--- src/rtl/vga_board_write_scheduler_if.sv ---
// Requester write ports and board RAM write port of the VGA board write scheduler.
// The scheduler takes the slave side; requesters and the RAM sit on the master side.
interface vga_board_write_scheduler_if #(
  parameter int COLOR_W = 3
);
  logic               req0_valid;
  logic [2:0]         req0_row;
  logic [2:0]         req0_col;
  logic [COLOR_W-1:0] req0_color;
  logic               req0_ready;

  logic               req1_valid;
  logic [2:0]         req1_row;
  logic [2:0]         req1_col;
  logic [COLOR_W-1:0] req1_color;
  logic               req1_ready;

  logic               bram_we;
  logic [5:0]         bram_addr;
  logic [COLOR_W-1:0] bram_wdata;

  modport master (
    output req0_valid, req0_row, req0_col, req0_color,
    input  req0_ready,
    output req1_valid, req1_row, req1_col, req1_color,
    input  req1_ready,
    input  bram_we, bram_addr, bram_wdata
  );

  modport slave (
    input  req0_valid, req0_row, req0_col, req0_color,
    output req0_ready,
    input  req1_valid, req1_row, req1_col, req1_color,
    output req1_ready,
    output bram_we, bram_addr, bram_wdata
  );
endinterface

--- src/rtl/vga_board_write_scheduler.sv ---
// Arbitrates two requesters into a small write FIFO and commits the queued cell writes,
// plus any pending full-board clear, to the board RAM only during vertical blanking.
module vga_board_write_scheduler #(
  parameter int V_ACTIVE_START = 35,
  parameter int V_ACTIVE_END   = 515,
  parameter int FIFO_DEPTH     = 4,
  parameter int COLOR_W        = 3
) (
  input  logic                            clk_25MHz,
  input  logic                            rst,
  input  logic [9:0]                      h_counter,
  input  logic [9:0]                      v_counter,
  input  logic                            clear_req,
  output logic                            frame_tick,
  output logic                            busy,
  vga_board_write_scheduler_if.slave      bus
);

  localparam int PTR_W   = $clog2(FIFO_DEPTH);
  localparam int ENTRY_W = 6 + COLOR_W;

  typedef enum logic [1:0] {IDLE, COMMIT, CLEAR} state_t;

  state_t               state;
  state_t               state_next;
  logic [ENTRY_W-1:0]   fifo_mem [FIFO_DEPTH];
  logic [PTR_W-1:0]     wr_ptr;
  logic [PTR_W-1:0]     rd_ptr;
  logic [PTR_W:0]       count;
  logic                 clear_pend;
  logic [5:0]           clear_addr;
  logic                 rr;
  logic                 vblank;
  logic                 full;
  logic                 empty;
  logic                 grant0;
  logic                 grant1;
  logic                 push;
  logic                 pop;
  logic                 clear_done;
  logic [ENTRY_W-1:0]   push_entry;
  logic [ENTRY_W-1:0]   head;

  assign vblank = (v_counter < 10'(V_ACTIVE_START)) || (v_counter >= 10'(V_ACTIVE_END));
  assign full   = (count == (PTR_W+1)'(FIFO_DEPTH));
  assign empty  = (count == '0);
  assign head   = fifo_mem[rd_ptr];
  assign busy   = !empty || clear_pend;

  // rr=0 prefers req0 on a contested cycle; ready is also held low while reset is asserted
  always_comb begin
    grant0 = 1'b0;
    grant1 = 1'b0;
    if (rst && !full) begin
      if (bus.req0_valid && bus.req1_valid) begin
        grant0 = !rr;
        grant1 = rr;
      end else begin
        grant0 = bus.req0_valid;
        grant1 = bus.req1_valid;
      end
    end
  end

  assign bus.req0_ready = grant0;
  assign bus.req1_ready = grant1;
  assign push           = grant0 || grant1;
  assign push_entry     = grant0 ? {bus.req0_row, bus.req0_col, bus.req0_color}
                                 : {bus.req1_row, bus.req1_col, bus.req1_color};
  assign clear_done     = (state == CLEAR) && vblank && (clear_addr == 6'd63);

  always_comb begin
    state_next     = state;
    pop            = 1'b0;
    bus.bram_we    = 1'b0;
    bus.bram_addr  = 6'd0;
    bus.bram_wdata = '0;
    unique case (state)
      IDLE: begin
        if (clear_pend && vblank) begin
          state_next = CLEAR;
        end else if (!empty && vblank) begin
          state_next = COMMIT;
        end
      end
      COMMIT: begin
        bus.bram_addr  = head[ENTRY_W-1 -: 6];
        bus.bram_wdata = head[COLOR_W-1:0];
        if (vblank && !empty) begin
          pop         = 1'b1;
          bus.bram_we = 1'b1;
        end
        if (!vblank || clear_pend || empty || (count == (PTR_W+1)'(1) && !push)) begin
          state_next = IDLE;
        end
      end
      CLEAR: begin
        bus.bram_addr = clear_addr;
        bus.bram_we   = vblank;
        if (clear_done) begin
          state_next = IDLE;
        end
      end
      default: state_next = IDLE;
    endcase
  end

  always_ff @(posedge clk_25MHz) begin
    if (push) begin
      fifo_mem[wr_ptr] <= push_entry;
    end
  end

  always_ff @(posedge clk_25MHz) begin
    if (!rst) begin
      state      <= IDLE;
      wr_ptr     <= '0;
      rd_ptr     <= '0;
      count      <= '0;
      clear_pend <= 1'b0;
      clear_addr <= 6'd0;
      rr         <= 1'b0;
      frame_tick <= 1'b0;
    end else begin
      state      <= state_next;
      frame_tick <= (h_counter == 10'd0) && (v_counter == 10'd0);
      if (push) begin
        wr_ptr <= wr_ptr + 1'b1;
      end
      if (pop) begin
        rd_ptr <= rd_ptr + 1'b1;
      end
      if (push && !pop) begin
        count <= count + 1'b1;
      end else if (pop && !push) begin
        count <= count - 1'b1;
      end
      if (grant0 && bus.req1_valid) begin
        rr <= 1'b1;
      end else if (grant1 && bus.req0_valid) begin
        rr <= 1'b0;
      end
      // the address wraps 63->0 on the final write, leaving it ready for the next clear
      if ((state == CLEAR) && vblank) begin
        clear_addr <= clear_addr + 6'd1;
      end
      if (clear_done) begin
        clear_pend <= 1'b0;
      end else if (clear_req) begin
        clear_pend <= 1'b1;
      end
    end
  end

endmodule
--- src/flat_wrapper.sv ---
// flat-port wrapper written by rule: the top's interface ports become plain ports
module vga_board_write_scheduler_flat 
#(
  parameter int V_ACTIVE_START = 35,
  parameter int V_ACTIVE_END   = 515,
  parameter int FIFO_DEPTH     = 4,
  parameter int COLOR_W        = 3
)
  (clk_25MHz, rst, h_counter, v_counter, clear_req, frame_tick, busy, bus_req0_valid, bus_req0_row, bus_req0_col, bus_req0_color, bus_req0_ready, bus_req1_valid, bus_req1_row, bus_req1_col, bus_req1_color, bus_req1_ready, bus_bram_we, bus_bram_addr, bus_bram_wdata);
  vga_board_write_scheduler_if #(.COLOR_W(COLOR_W)) bus_i ();
  input  logic clk_25MHz;
  input  logic rst;
  input  logic [9:0] h_counter;
  input  logic [9:0] v_counter;
  input  logic clear_req;
  output logic frame_tick;
  output logic busy;
  input wire logic [$bits(bus_i.req0_valid)-1:0] bus_req0_valid;
  input wire logic [$bits(bus_i.req0_row)-1:0] bus_req0_row;
  input wire logic [$bits(bus_i.req0_col)-1:0] bus_req0_col;
  input wire logic [$bits(bus_i.req0_color)-1:0] bus_req0_color;
  output wire logic [$bits(bus_i.req0_ready)-1:0] bus_req0_ready;
  input wire logic [$bits(bus_i.req1_valid)-1:0] bus_req1_valid;
  input wire logic [$bits(bus_i.req1_row)-1:0] bus_req1_row;
  input wire logic [$bits(bus_i.req1_col)-1:0] bus_req1_col;
  input wire logic [$bits(bus_i.req1_color)-1:0] bus_req1_color;
  output wire logic [$bits(bus_i.req1_ready)-1:0] bus_req1_ready;
  output wire logic [$bits(bus_i.bram_we)-1:0] bus_bram_we;
  output wire logic [$bits(bus_i.bram_addr)-1:0] bus_bram_addr;
  output wire logic [$bits(bus_i.bram_wdata)-1:0] bus_bram_wdata;
  assign bus_i.req0_valid = bus_req0_valid;
  assign bus_i.req0_row = bus_req0_row;
  assign bus_i.req0_col = bus_req0_col;
  assign bus_i.req0_color = bus_req0_color;
  assign bus_req0_ready = bus_i.req0_ready;
  assign bus_i.req1_valid = bus_req1_valid;
  assign bus_i.req1_row = bus_req1_row;
  assign bus_i.req1_col = bus_req1_col;
  assign bus_i.req1_color = bus_req1_color;
  assign bus_req1_ready = bus_i.req1_ready;
  assign bus_bram_we = bus_i.bram_we;
  assign bus_bram_addr = bus_i.bram_addr;
  assign bus_bram_wdata = bus_i.bram_wdata;
  vga_board_write_scheduler #(.V_ACTIVE_START(V_ACTIVE_START), .V_ACTIVE_END(V_ACTIVE_END), .FIFO_DEPTH(FIFO_DEPTH), .COLOR_W(COLOR_W)) u_core (.clk_25MHz(clk_25MHz), .rst(rst), .h_counter(h_counter), .v_counter(v_counter), .clear_req(clear_req), .frame_tick(frame_tick), .busy(busy), .bus(bus_i));
endmodule
--- config.mk ---
export PLATFORM = sky130hd
export DESIGN_NAME = vga_board_write_scheduler_flat
export DESIGN_NICKNAME = d
export VERILOG_FILES = /design/src/rtl/vga_board_write_scheduler_if.sv /design/src/rtl/vga_board_write_scheduler.sv /design/src/flat_wrapper.sv
export SDC_FILE = /design/constraint.sdc
export NUM_CORES = 1
export LEC_CHECK = 0
export ABC_AREA = 1
export ABC_CLOCK_PERIOD_IN_PS = 2500
export CAP_MARGIN = 20
export CORE_AREA = 3 3 79 81
export DETAILED_ROUTE_END_ITERATION = 12
export DIE_AREA = 0 0 82 84
export PLACE_DENSITY = 0.77
export SLEW_MARGIN = 20
export SYNTH_ARGS = -nofsm -noshare
export SYNTH_HDL_FRONTEND = slang
export SYNTH_SLANG_ARGS = --single-unit
--- constraint.sdc ---
create_clock -name clk_25MHz -period 2.5 [get_ports clk_25MHz]
set_input_delay 0.5 -clock clk_25MHz [delete_from_list [all_inputs] [get_ports clk_25MHz]]
set_output_delay 0.5 -clock clk_25MHz [all_outputs]
set_load 0.01 [all_outputs]
=== Word-level counts from Yosys, hierarchy flattened ===
Memories as Yosys holds them, arrays and structs flattened. A register that Yosys moved wholly into a read port is not among the register bits.
Cells that the tools add are included.

* Flip-flop bits (word level): 18
* Bits in latches: 0
* Memory bits (writable): 36
* Memory bits (read-only): 0
* Input port bits: 43
* Output and inout bits: 14
* Logic and storage cells: 80
* Memories: 1

{| class="wikitable"
|+ Memory list
! name !! words !! bits a word !! read ports !! clocked after Yosys merged registers in !! wr ports !! line !! RTL
|-
| u_core.fifo_mem || 4 || 9 || 1 || 1 || 1 || vga_board_write_scheduler.sv:26 || <nowiki>logic [ENTRY_W-1:0] fifo_mem [FIFO_DEPTH];</nowiki>
|}

* Add/subtract/negate cells: 5
* Multiply operators: 0
* Divide/modulo/power cells: 0
* $lt $le $gt $ge: 2
* Equality and inequality tests: 8
* Shift operators: 0
* Muxes and demuxes: 23
* Bitwise operators: 1
* Reduce and logical (&&, ||, !) cells: 32

{| class="wikitable"
|+ Operator list
! cell !! number
|-
| 10-bit logical NOT || 2
|-
| 1-bit logical AND || 12
|-
| 2-bit 2-to-1 mux || 6
|-
| 6-bit one-hot mux with 2 select lines || 1
|-
| 10-bit >= comparator, second input constant || 1
|-
| 10-bit by 6-bit less-than comparator with 1-bit output, second input constant || 1
|-
| 1-bit 2-to-1 mux || 10
|-
| 3-bit 2-to-1 mux || 3
|-
| 9-bit 2-to-1 mux || 1
|-
| 6-bit by 1-bit adder with 6-bit output, second input constant || 1
|-
| 6-bit == test, second input constant || 1
|-
| 1-bit logical NOT || 6
|-
| 1-bit logical OR || 6
|-
| 2-bit one-hot mux with 3 select lines || 1
|-
| 2-bit by 1-bit adder with 2-bit output, second input constant || 2
|-
| 2-bit by 1-bit != test with 1-bit output, second input constant || 2
|-
| 2-bit nonzero test || 2
|-
| 3-bit by 1-bit adder with 3-bit output, second input constant || 1
|-
| 3-bit by 1-bit == test with 1-bit output, second input constant || 1
|-
| 3-bit == test, second input constant || 1
|-
| 3-bit logical NOT || 1
|-
| 3-bit by 1-bit != test with 1-bit output, second input constant || 1
|-
| 3-bit AND reduction || 1
|-
| 3-bit by 1-bit subtractor with 3-bit output, second input constant || 1
|-
| 6 further kinds || 6
|}

=== Logic depth before layout (Yosys ltp) ===
Gate-level depths: netlist of run 1.

* Depth after elaboration: 10
* Gate-level depth with buffers: 14

=== Least setup slack after synthesis of run 1 ===
No wires, ideal clock.

* Path kind: input -> register
* Start point: in v_counter[9]
* End point: reg u_core.count[2]
* Setup time: 0.122 ns
* Arrival: 1.961 ns
* Data required time: 2.378 ns
* Setup slack: 0.417 ns
* Stages on the path: 12
* Buffers on the path: 0
* Cells stage by stage: or2_1 nor2_2 nand2_2 nand3_4 nand2_4 nor2_8 inv_1 ha_1 nor2_1 o21ai_0 o21ai_0 a21oi_1

* Cells in the longest elaborated chain, start to end: 8

{| class="wikitable"
|+ RTL lines
! element !! line !! RTL
|-
| start: declaration || flat_wrapper.sv:14 || <nowiki>input logic [9:0] v_counter;</nowiki>
|-
| 10-bit by 6-bit less-than comparator with 1-bit output / 10-bit >= comparator (equally long branches) || vga_board_write_scheduler.sv:44 || <nowiki>assign vblank = (v_counter < 10'(V_ACTIVE_START)) || (v_counter >= 10'(V_ACTIVE_END));</nowiki>
|-
| 1-bit logical OR (*) || vga_board_write_scheduler.sv:44 ||
|-
| 1-bit logical AND (*) || vga_board_write_scheduler.sv:89 || <nowiki>if (vblank && !empty) begin</nowiki>
|-
| 1-bit 2-to-1 mux (*) || vga_board_write_scheduler.sv:89 ||
|-
| 1-bit 2-to-1 mux (*) || vga_board_write_scheduler.sv:78 || <nowiki>unique case (state)</nowiki>
|-
| 1-bit logical NOT || vga_board_write_scheduler.sv:133 || <nowiki>if (push && !pop) begin</nowiki>
|-
| 1-bit logical AND || vga_board_write_scheduler.sv:133 ||
|-
| 3-bit 2-to-1 mux / 2-bit nonzero test (equally long branches) || - ||
|-
| end signal: assignment || vga_board_write_scheduler.sv:134 || <nowiki>count <= count + 1'b1;</nowiki>
|-
| end signal: assignment || vga_board_write_scheduler.sv:136 || <nowiki>count <= count - 1'b1;</nowiki>
|-
| end: declaration || vga_board_write_scheduler.sv:29 || <nowiki>logic [PTR_W:0] count;</nowiki>
|}

Every way passes the cells marked *; elsewhere a longest branch is shown, timed or not.
A chain may end at the register's enable or synchronous reset.

=== Worst setup path after layout of run 1 ===
* Start point: in v_counter[9]
* End point: out bus_bram_we

* Cells in the longest elaborated chain, start to end: 5

{| class="wikitable"
|+ RTL lines
! element !! line !! RTL
|-
| 10-bit by 6-bit less-than comparator with 1-bit output / 10-bit >= comparator (equally long branches) || vga_board_write_scheduler.sv:44 ||
|-
| 1-bit logical OR (*) || vga_board_write_scheduler.sv:44 ||
|-
| 1-bit logical AND || vga_board_write_scheduler.sv:89 ||
|-
| 1-bit 2-to-1 mux || vga_board_write_scheduler.sv:89 ||
|-
| 1-bit one-hot mux with 2 select lines (*) || vga_board_write_scheduler.sv:78 ||
|-
| end: declaration || flat_wrapper.sv:28 || <nowiki>output wire logic [$bits(bus_i.bram_we)-1:0] bus_bram_we;</nowiki>
|}

Marks and branches as above.

==> results_tabular.tex, run 1 <==
\begin{tabular}{lr}
\hline
Metric & Value \\
\hline
\multicolumn{2}{l}{\textbf{Status}} \\
Result of the run & completed \\
\multicolumn{2}{l}{\textbf{Clock tree}} \\
CTS H-tree depth & 2 \\
Total clock sinks & 56 \\
Clock tree buffer depth & 2 \\
TritonCTS clock tree & built \\
Clock latency of the later-clocked register in the worst-skew pair & 0.31 ns \\
Clock root cell & sky130\_fd\_sc\_hd\_\_clkbuf\_8 \\
Total clock buffers created by CTS & 5 \\
Clock transition at the registers of the reported paths & 0.09 ns \\
\multicolumn{2}{l}{\textbf{Synth}} \\
Number of synthesized flops with an enable pin & 36 \\
XOR/XNOR share of the synthesized area & 0.00619 \\
Register bit count reported by yosys & 56 \\
Cell count after synthesis & 317 \\
Synth area leader & sky130\_fd\_sc\_hd\_\_edfxtp\_1 \\
Share of Yosys cell area claimed by the top area cell type & 0.382 \\
Sequential element share of the synthesized area & 0.523 \\
Average cell area after synthesis & 8.93 µm² \\
Post-Syn Area & $\sim$2800 µm² \\
Dominant combinational cell family by area after synthesis & simple AND/OR/NAND/NOR gates \\
Top-count cell post-synth & sky130\_fd\_sc\_hd\_\_nand2\_1 \\
Post-synthesis share of cell area spent on full adders, half adders and majority gates & 0.0575 \\
Count of yosys warnings during synthesis & 0 \\
Ranking of synthesized cells by instance count & sky130\_fd\_sc\_hd\_\_nand2\_1 (62), sky130\_fd\_sc\_hd\_\_nor2\_1 (40), sky130\_fd\_sc\_hd\_\_inv\_1 (37) \\
Number of different library cells in the post-synthesis netlist & 34 \\
Synth Net Count & 373 \\
Primary FF master, synth & sky130\_fd\_sc\_hd\_\_edfxtp\_1 \\
Area fraction in compound gates after synthesis & 0.118 \\
Simple-gate share of the synthesized area & 0.225 \\
Share of synthesized area spent on multiplexers & 0 \\
Cells taking the most area after synthesis & sky130\_fd\_sc\_hd\_\_edfxtp\_1 (38\%), sky130\_fd\_sc\_hd\_\_dfxtp\_1 (14\%), sky130\_fd\_sc\_hd\_\_nand2\_1 (8.2\%) \\
Post-synth ARST share & 0 \\
\multicolumn{2}{l}{\textbf{Setup path}} \\
Cells traversed along the worst timing path & clkdlybuf4s50\_1 -> or2\_1 -> nor2\_2 -> nand2\_2 -> nand3\_4 -> nand2\_4 -> nor2\_8 -> inv\_1 -> a21oi\_1 -> buf\_2 \\
Top delay family on crit path & simple AND/OR/NAND/NOR gates \\
Required @ worst endpoint & 2.00 ns \\
Number of buffer and inverter instances along the worst setup path & 3 \\
Setup Crit Path Kind & input port to primary output \\
CP Capture Type & primary output \\
Highest net fanout along the worst path & 3 \\
Capturing point of the worst reg2reg path & u\_core.count[2] \\
Arrival time at the worst endpoint & 1.90 ns \\
Startpoint class of the critical path & input port \\
Worst r2r src & u\_core.count[0] \\
Slack of the worst reg-to-reg path & about 0.4 ns \\
Slowest stage delay, CP & 0.42 ns \\
Worst R2R Path Depth & 14 \\
Slowest cell on crit path & sky130\_fd\_sc\_hd\_\_clkdlybuf4s50\_1 \\
\multicolumn{2}{l}{\textbf{Die}} \\
Floorplan die area & 6890 µm² \\
Number of core rows & 27 \\
Placeable core area & 5540 µm² \\
Die Height & 84 µm \\
Count of boundary I/O pins & 57 \\
Effective utilization at floorplan & 0.511 \\
Horizontal die dimension & 82 µm \\
\multicolumn{2}{l}{\textbf{Final layout}} \\
Area Overhead vs Synth & 32.9\% \\
Number of filler instances in the final layout & 463 \\
Number of diodes added for antenna fixing & 0 \\
Cell Count, Final, Fillers Out & 471 \\
Fraction of layout cells with a size suffix above 1 & 0.145 \\
Number of nets at the end of the flow & between 400 and 500 \\
\multicolumn{2}{l}{\textbf{Timing}} \\
Post-route setup TNS & 0 ns \\
Setup repair after global routing missed its margin & no \\
Post-Route Hold Slack & 0.475 ns \\
Post-Route Skew & 0.00840 ns \\
Peak clock frequency supported by timing & roughly 420 MHz \\
Fraction of the cycle the final worst path needs & 0.960 \\
Slew at the pin closest to its max-slew limit & about 0.32 ns \\
Relative max-transition margin & 0.787 \\
Setup Viol. Count Final & 0 \\
Crit path time final & around 2.4 ns \\
Final-report max-slew violation count & 0 \\
Hold violation total from the final report & 0 \\
\multicolumn{2}{l}{\textbf{Route}} \\
Wirelength, routed & 6.25 mm \\
Number of nets with antenna violations after detailed routing & 0 \\
Detailed-routing iteration count for the pre-antenna-repair pass & 4 \\
Number of DRC violations after detailed-routing iteration 0 & roughly 130 \\
Post-route DRC & 0 \\
Average wire length per cell after detail routing & roughly 13 µm \\
Avg Vias per Cell & about 5.0 \\
Total number of vias & between 2,000 and 2,500 \\
\multicolumn{2}{l}{\textbf{Run}} \\
Maxcap violations & 0 \\
\multicolumn{2}{l}{\textbf{Global routing}} \\
Initial antenna violation count & 0 \\
Number of global-route vias before repair & between 2,000 and 2,500 \\
Maximum number of pins on one net before global-route repair & 19 \\
Total GRT Usage & 0.188 \\
Gr ovfl total & 0 \\
First-pass GRT wire length & 10.0 mm \\
\multicolumn{2}{l}{\textbf{Place}} \\
Final RePlAce weighted congestion & 0.856 \\
Detailed placer's ending HPWL & 4.76 mm \\
Instance count after placement with tap cells included & 462 \\
Total of buffers placed on input and output ports & 56 \\
\multicolumn{2}{l}{\textbf{Power and ir drop}} \\
Leak pwr & 1.65 nW \\
Maximum vdd drop & 0.000440 V \\
Ratio of total power to cell area & 648 nW/µm² \\
\multicolumn{2}{l}{\textbf{Hold path}} \\
Hold path startpoint & u\_core.rd\_ptr[1] \\
Type of the tightest min-delay check & flip-flop to flip-flop \\
Count of cells along the worst hold path & 2 \\
\hline
\end{tabular}
## sequential cells by signal, indices dropped and copies added, names as in the netlist, named ones only
signal	count
u_core.fifo_mem	36
u_core.rr	1
u_core.state	2
u_core.rd_ptr	2
u_core.count	3
u_core.clear_pend	1
u_core.wr_ptr	2
u_core.frame_tick	1
u_core.clear_addr	6
## cell type report
type,count,area [µm²],area share
repair buffers,82,773,0.206
well taps,72,90.1,0.0239
inverters,40,155,0.0412
flip-flops and latches,56,1490,0.395
clock buffers,5,68.8,0.0183
clock inverters,3,23.8,0.00632
multi-input cells,213,1170,0.310
## through the flow
stage | setup WS [ns] | cell area, µm² | utilization | power, mW
3_3_place_gp | -0.314 | 3630 | 0.654 | 1.92
5_1_grt | 0.0107 | 3760 | 0.679 | 2.59
2_1_floorplan | 0.417 | 2830 | - | 1.62
3_5_place_dp | -0.353 | 3630 | 0.654 | 1.95
6_report | 0.0995 | 3760 | 0.679 | 2.44
4_1_cts | 0.0352 | 3720 | 0.671 | 2.44
## routing by layer
metal,vias to the layer above,track usage,routed length (µm)
met3,5,0.0324,239
met1,1107,0.252,2730
met5,-,0,0
met2,40,0.308,3220
li1,1224,-,-
met4,0,0.0559,60
## placed cells by master (no fill, tap or decap), drive strengths merged
| master | instances |
|---|---|
| clkdlybuf4s50 | 46 |
| buf | 27 |
| nor3 | 2 |
| a21oi | 25 |
| nor2 | 43 |
| or2 | 1 |
| o22ai | 6 |
| dlygate4sd2 | 1 |
| inv | 40 |
| xnor2 | 1 |
| or4 | 2 |
| o21ai | 30 |
| dlymetal6s2s | 8 |
| nand3b | 1 |
| ha | 13 |
| nand4 | 4 |
| edfxtp | 36 |
| clkinv | 1 |
| clkbuf | 5 |
| xor2 | 1 |
| nand3 | 13 |
| dfxtp | 20 |
| o211ai | 2 |
| nand2 | 67 |
| nor4 | 2 |
| clkinvlp | 2 |
## worst max-delay path by stage
stage                     slack (ns)  cells after the start         start                to
after floorplan                 0.42                     12  v_counter[9]   u_core.count[2]
after global placement         -0.31                     10  v_counter[8]       bus_bram_we
after detailed placement       -0.35                     10  v_counter[8]       bus_bram_we
after CTS                       0.04                      6     flip-flop  bus_bram_addr[2]
after global routing            0.01                     11  v_counter[6]       bus_bram_we
final                            0.1                     10  v_counter[9]       bus_bram_we
## worst register-to-register path, stage by stage (launching register included)
cell and delay, ns:
sky130_fd_sc_hd__dfxtp_2 0.36, sky130_fd_sc_hd__inv_1 0.08, sky130_fd_sc_hd__ha_1 0.25, sky130_fd_sc_hd__a21oi_2 0.18
sky130_fd_sc_hd__nand2_1 0.10, sky130_fd_sc_hd__inv_2 0.08, sky130_fd_sc_hd__buf_4 0.17, sky130_fd_sc_hd__nor2_4 0.05
sky130_fd_sc_hd__inv_1 0.06, sky130_fd_sc_hd__ha_1 0.21, sky130_fd_sc_hd__nor2_1 0.07, sky130_fd_sc_hd__nor2_1 0.09
sky130_fd_sc_hd__o21ai_0 0.10, sky130_fd_sc_hd__o21ai_0 0.15, sky130_fd_sc_hd__a21oi_1 0.05
## timing repair
item	4_1_cts	5_1_grt
hold buffers	0	0
pin swaps	0	2
setup buffers	0	1
resized for setup	9	13
endpoints found under the setup margin	8	7
## power breakdown
group / switching [mW] / leakage [nW] / total [mW] / internal [mW]
logic: 0.454 / 1.11 / 0.816 / 0.361
clock network: 0.296 / 0.0404 / 0.495 / 0.199
registers: 0.0456 / 0.494 / 1.13 / 1.08
total: 0.796 / 1.65 / 2.44 / 1.64
## logic make-up (layout without fill, tap and decap cells)
logic type / Yosys count / after routing
flops: 56 / 56
buf+inv: 48 / 130
fa+ha+maj: 13 / 13
compound gates: 63 / 63
simple gates: 135 / 135
xor+xnor: 2 / 2
Power figures use the tool's default switching activity.
==> run 2: changes to the inputs <==
ABC_AREA = not set   (was 1)
CORE_AREA = 3 3 78 80   (was 3 3 79 81)
DIE_AREA = 0 0 81 83   (was 0 0 82 84)
PLACE_DENSITY = 0.78   (was 0.77)
==> results_tabular.tex, run 2 <==
\begin{tabular}{lr}
\hline
Metric & Value \\
\hline
\multicolumn{2}{l}{\textbf{Die}} \\
Floorplan die area & 6720 µm² (-2.4\%) \\
Horizontal die dimension & 81 µm (-1.2\%) \\
Placeable core area & 5470 µm² (-1.2\%) \\
Count of boundary I/O pins & 57 (unchanged) \\
Effective utilization at floorplan & 0.501 (-0.00947) \\
Number of core rows & 27 (unchanged) \\
Die Height & 83 µm (-1.2\%) \\
\multicolumn{2}{l}{\textbf{Final layout}} \\
Number of filler instances in the final layout & 439 (-5.2\%) \\
Cell Count, Final, Fillers Out & 357 (-24\%) \\
Most common cell after layout, fill and taps aside & sky130\_fd\_sc\_hd\_\_clkdlybuf4s50\_1 \\
Fraction of the core area covered by cells at the end of the flow & 0.666 (-0.0127) \\
Top register by number of flip-flops & u\_core.fifo\_mem \\
Area Overhead vs Synth & 32.9\% (about the same) \\
Leading registers by flop count & u\_core.fifo\_mem (36), u\_core.clear\_addr (6), u\_core.count (3) \\
Number of diodes added for antenna fixing & 0 (unchanged) \\
Flip-flop count of the largest register, all copies and words added & 36 (unchanged) \\
Most frequent cells in the layout & sky130\_fd\_sc\_hd\_\_clkdlybuf4s50\_1 (38), sky130\_fd\_sc\_hd\_\_edfxtp\_1 (36), sky130\_fd\_sc\_hd\_\_and2\_1 (19) \\
Number of nets at the end of the flow & 340 (-25\%) \\
Fraction of layout cells with a size suffix above 1 & 0.211 (+0.0652) \\
\multicolumn{2}{l}{\textbf{Global routing}} \\
Maximum number of pins on one net before global-route repair & 23 (+4) \\
Met2 capacity usage during global routing & 0.317 (+0.00954) \\
Most crowded layer after global routing & met2 \\
Initial antenna violation count & 0 (unchanged) \\
Total GRT Usage & 0.180 (-0.00836) \\
Number of global-route vias before repair & 2,031 (-7.6\%) \\
Gr ovfl total & 0 (unchanged) \\
Fraction of met3 tracks used by global routing & 0.0412 (+0.00882) \\
Global routing usage on met1 & 0.224 (-0.0280) \\
First-pass GRT wire length & 9.43 mm (-5.9\%) \\
\multicolumn{2}{l}{\textbf{Route}} \\
Detailed-routing iteration count for the pre-antenna-repair pass & 4 (unchanged) \\
Total number of vias & 1,895 (-20\%) \\
Post-route DRC & 0 (unchanged) \\
Average wire length per cell after detail routing & 15.7 µm (+18\%) \\
Number of DRC violations after detailed-routing iteration 0 & 68 (-46\%) \\
Avg Vias per Cell & 5.31 (+5.2\%) \\
Wirelength, routed & 5.62 mm (-10\%) \\
Number of nets with antenna violations after detailed routing & 0 (unchanged) \\
\multicolumn{2}{l}{\textbf{Clock tree}} \\
Total clock sinks & 56 (unchanged) \\
TritonCTS clock tree & built \\
Clock tree buffer depth & 2 (unchanged) \\
CTS H-tree depth & 2 (unchanged) \\
Clock latency of the later-clocked register in the worst-skew pair & 0.31 ns (about the same) \\
Clock root cell & sky130\_fd\_sc\_hd\_\_clkbuf\_8 \\
Clock transition at the registers of the reported paths & 0.10 ns (about the same) \\
Total clock buffers created by CTS & 5 (unchanged) \\
Post-cts hold buffer count & 0 (unchanged) \\
\multicolumn{2}{l}{\textbf{Place}} \\
Total of buffers placed on input and output ports & 56 (unchanged) \\
Post-Place Worst Slack & -0.410 ns (-0.0575 ns) \\
Instance count after placement with tap cells included & 349 (-24\%) \\
Final RePlAce weighted congestion & 0.841 (-1.8\%) \\
Detailed placer's ending HPWL & 4.10 mm (-14\%) \\
\multicolumn{2}{l}{\textbf{Synth}} \\
Synth area leader & sky130\_fd\_sc\_hd\_\_edfxtp\_1 \\
Ranking of synthesized cells by instance count & sky130\_fd\_sc\_hd\_\_edfxtp\_1 (36), sky130\_fd\_sc\_hd\_\_and2\_1 (20), sky130\_fd\_sc\_hd\_\_dfxtp\_1 (20) \\
Count of yosys warnings during synthesis & 0 (unchanged) \\
Cells taking the most area after synthesis & sky130\_fd\_sc\_hd\_\_edfxtp\_1 (39\%), sky130\_fd\_sc\_hd\_\_dfxtp\_1 (15\%), sky130\_fd\_sc\_hd\_\_mux4\_2 (7.4\%) \\
Register bit count reported by yosys & 56 (unchanged) \\
Primary FF master, synth & sky130\_fd\_sc\_hd\_\_edfxtp\_1 \\
Sequential element share of the synthesized area & 0.540 (+0.0165) \\
Synth Net Count & 267 (-28\%) \\
Share of Yosys cell area claimed by the top area cell type & 0.394 (+0.0120) \\
Average cell area after synthesis & 13.0 µm² (+46\%) \\
Cell count after synthesis & 211 (-33\%) \\
Number of synthesized flops with an enable pin & 36 (unchanged) \\
Top-count cell post-synth & sky130\_fd\_sc\_hd\_\_edfxtp\_1 \\
Post-Syn Area & 2740 µm² (-3.1\%) \\
Post-synth ARST share & 0 (unchanged) \\
Number of different library cells in the post-synthesis netlist & 37 (+8.8\%) \\
\multicolumn{2}{l}{\textbf{Timing}} \\
Hold violation total from the final report & 0 (unchanged) \\
Setup Viol. Count Final & 0 (unchanged) \\
Worst setup slack after layout & 0.0882 ns (-0.0113 ns) \\
Setup repair after global routing missed its margin & yes \\
Relative max-transition margin & 0.772 (-0.0150) \\
Peak clock frequency supported by timing & 415 MHz (-0.47\%) \\
Fraction of the cycle the final worst path needs & 0.965 (+0.00453) \\
Post-Route Skew & 0.00750 ns (-0.000895 ns) \\
Final-report max-slew violation count & 0 (unchanged) \\
Slew at the pin closest to its max-slew limit & 0.340 ns (+0.0198 ns) \\
Post-Route Hold Slack & 0.497 ns (+0.0217 ns) \\
Crit path time final & 2.41 ns (+0.0113 ns) \\
\multicolumn{2}{l}{\textbf{Setup path}} \\
Highest net fanout along the worst path & 2 (-1) \\
Required @ worst endpoint & 2.00 ns (about the same) \\
CP Capture Type & primary output \\
Startpoint class of the critical path & input port \\
Setup Crit Path Kind & input port to primary output \\
Arrival time at the worst endpoint & 1.91 ns (about the same) \\
\multicolumn{2}{l}{\textbf{Power and ir drop}} \\
Leak pwr & 1.44 nW (-13\%) \\
Ratio of total power to cell area & 674 nW/µm² (+4.0\%) \\
Overall power of the completed layout & 2.46 mW (+0.83\%) \\
Maximum vdd drop & 0.000375 V (-15\%) \\
\multicolumn{2}{l}{\textbf{Run}} \\
Maxcap violations & 0 (unchanged) \\
\multicolumn{2}{l}{\textbf{Hold path}} \\
Type of the tightest min-delay check & flip-flop to flip-flop \\
\multicolumn{2}{l}{\textbf{Status}} \\
Result of the run & completed \\
\hline
\end{tabular}
## run 2: power breakdown
| group | internal (mW) | switching [mW] |
|---|---|---|
| sequential | 1.08 | 0.0451 |
| clock | 0.303 | 0.297 |
| combinational | 0.398 | 0.334 |
| total | 1.78 | 0.676 |
## run 2: worst paths after layout
kind                                 startpoint               to  slack (ns)  depth (start not counted)
worst min-delay path            u_core.state[1]  u_core.state[1]        0.50                          2
worst min register to register  u_core.state[1]  u_core.state[1]        0.50                          2
worst max register to register  u_core.count[0]  u_core.count[2]        0.35                          9
worst max-delay path               v_counter[7]      bus_bram_we        0.09                          6
## run 2: worst max-delay path, stage by stage
cell	delay, ns
sky130_fd_sc_hd__clkdlybuf4s50_1	0.44
sky130_fd_sc_hd__nor4_2	0.31
sky130_fd_sc_hd__nand3_1	0.13
sky130_fd_sc_hd__and2_4	0.18
sky130_fd_sc_hd__o211a_1	0.12
sky130_fd_sc_hd__clkdlybuf4s15_2	0.22
## run 2: kinds of logic (layout without fill, tap and decap cells)
family	count (synthesis)	after routing	synth area share
multiplexers	22	22	0.125
XOR/XNOR	11	11	0.0351
flip-flops	56	56	0.540
AO/OA/AOI/OAI	19	19	0.0602
buffers and inverters	19	93	0.0296
adder cells (fa/ha/maj)	13	13	0.0593
AND/OR/NAND/NOR	71	71	0.150
## run 2: stage by stage
step / TNS (ns) / cell area [µm²]
6_report: 0 / 3650
5_1_grt: -0.00587 / 3650
2_1_floorplan: 0 / 2740
4_1_cts: 0 / 3620
3_5_place_dp: -1.75 / 3500
3_3_place_gp: -1.33 / 3500
## run 2: layout make-up
type                       instances  area [µm²]  share of cell area
timing repair buffer              74         714               0.196
multi-input combinational        136        1200               0.329
tap                               72        90.1              0.0247
clock inverter                     2        38.8              0.0106
inverter                          11        41.3              0.0113
sequential                        56        1490               0.408
clock buffer                       6        72.6              0.0199
## run 2: repair_timing
| item | in CTS | in global routing |
|---|---|---|
| endpoints found under the setup margin | 10 | 9 |
| resized for setup | 20 | 12 |
| pin swaps | 3 | 3 |
| setup buffers | 0 | 0 |
## run 2: metal layers
| layer | wire length (µm) | vias to the layer above |
|---|---|---|
| met4 | 44 | 0 |
| met2 | 2980 | 39 |
| met1 | 2380 | 919 |
| met3 | 217 | 5 |
| met5 | 0 | - |
| li1 | - | 932 |
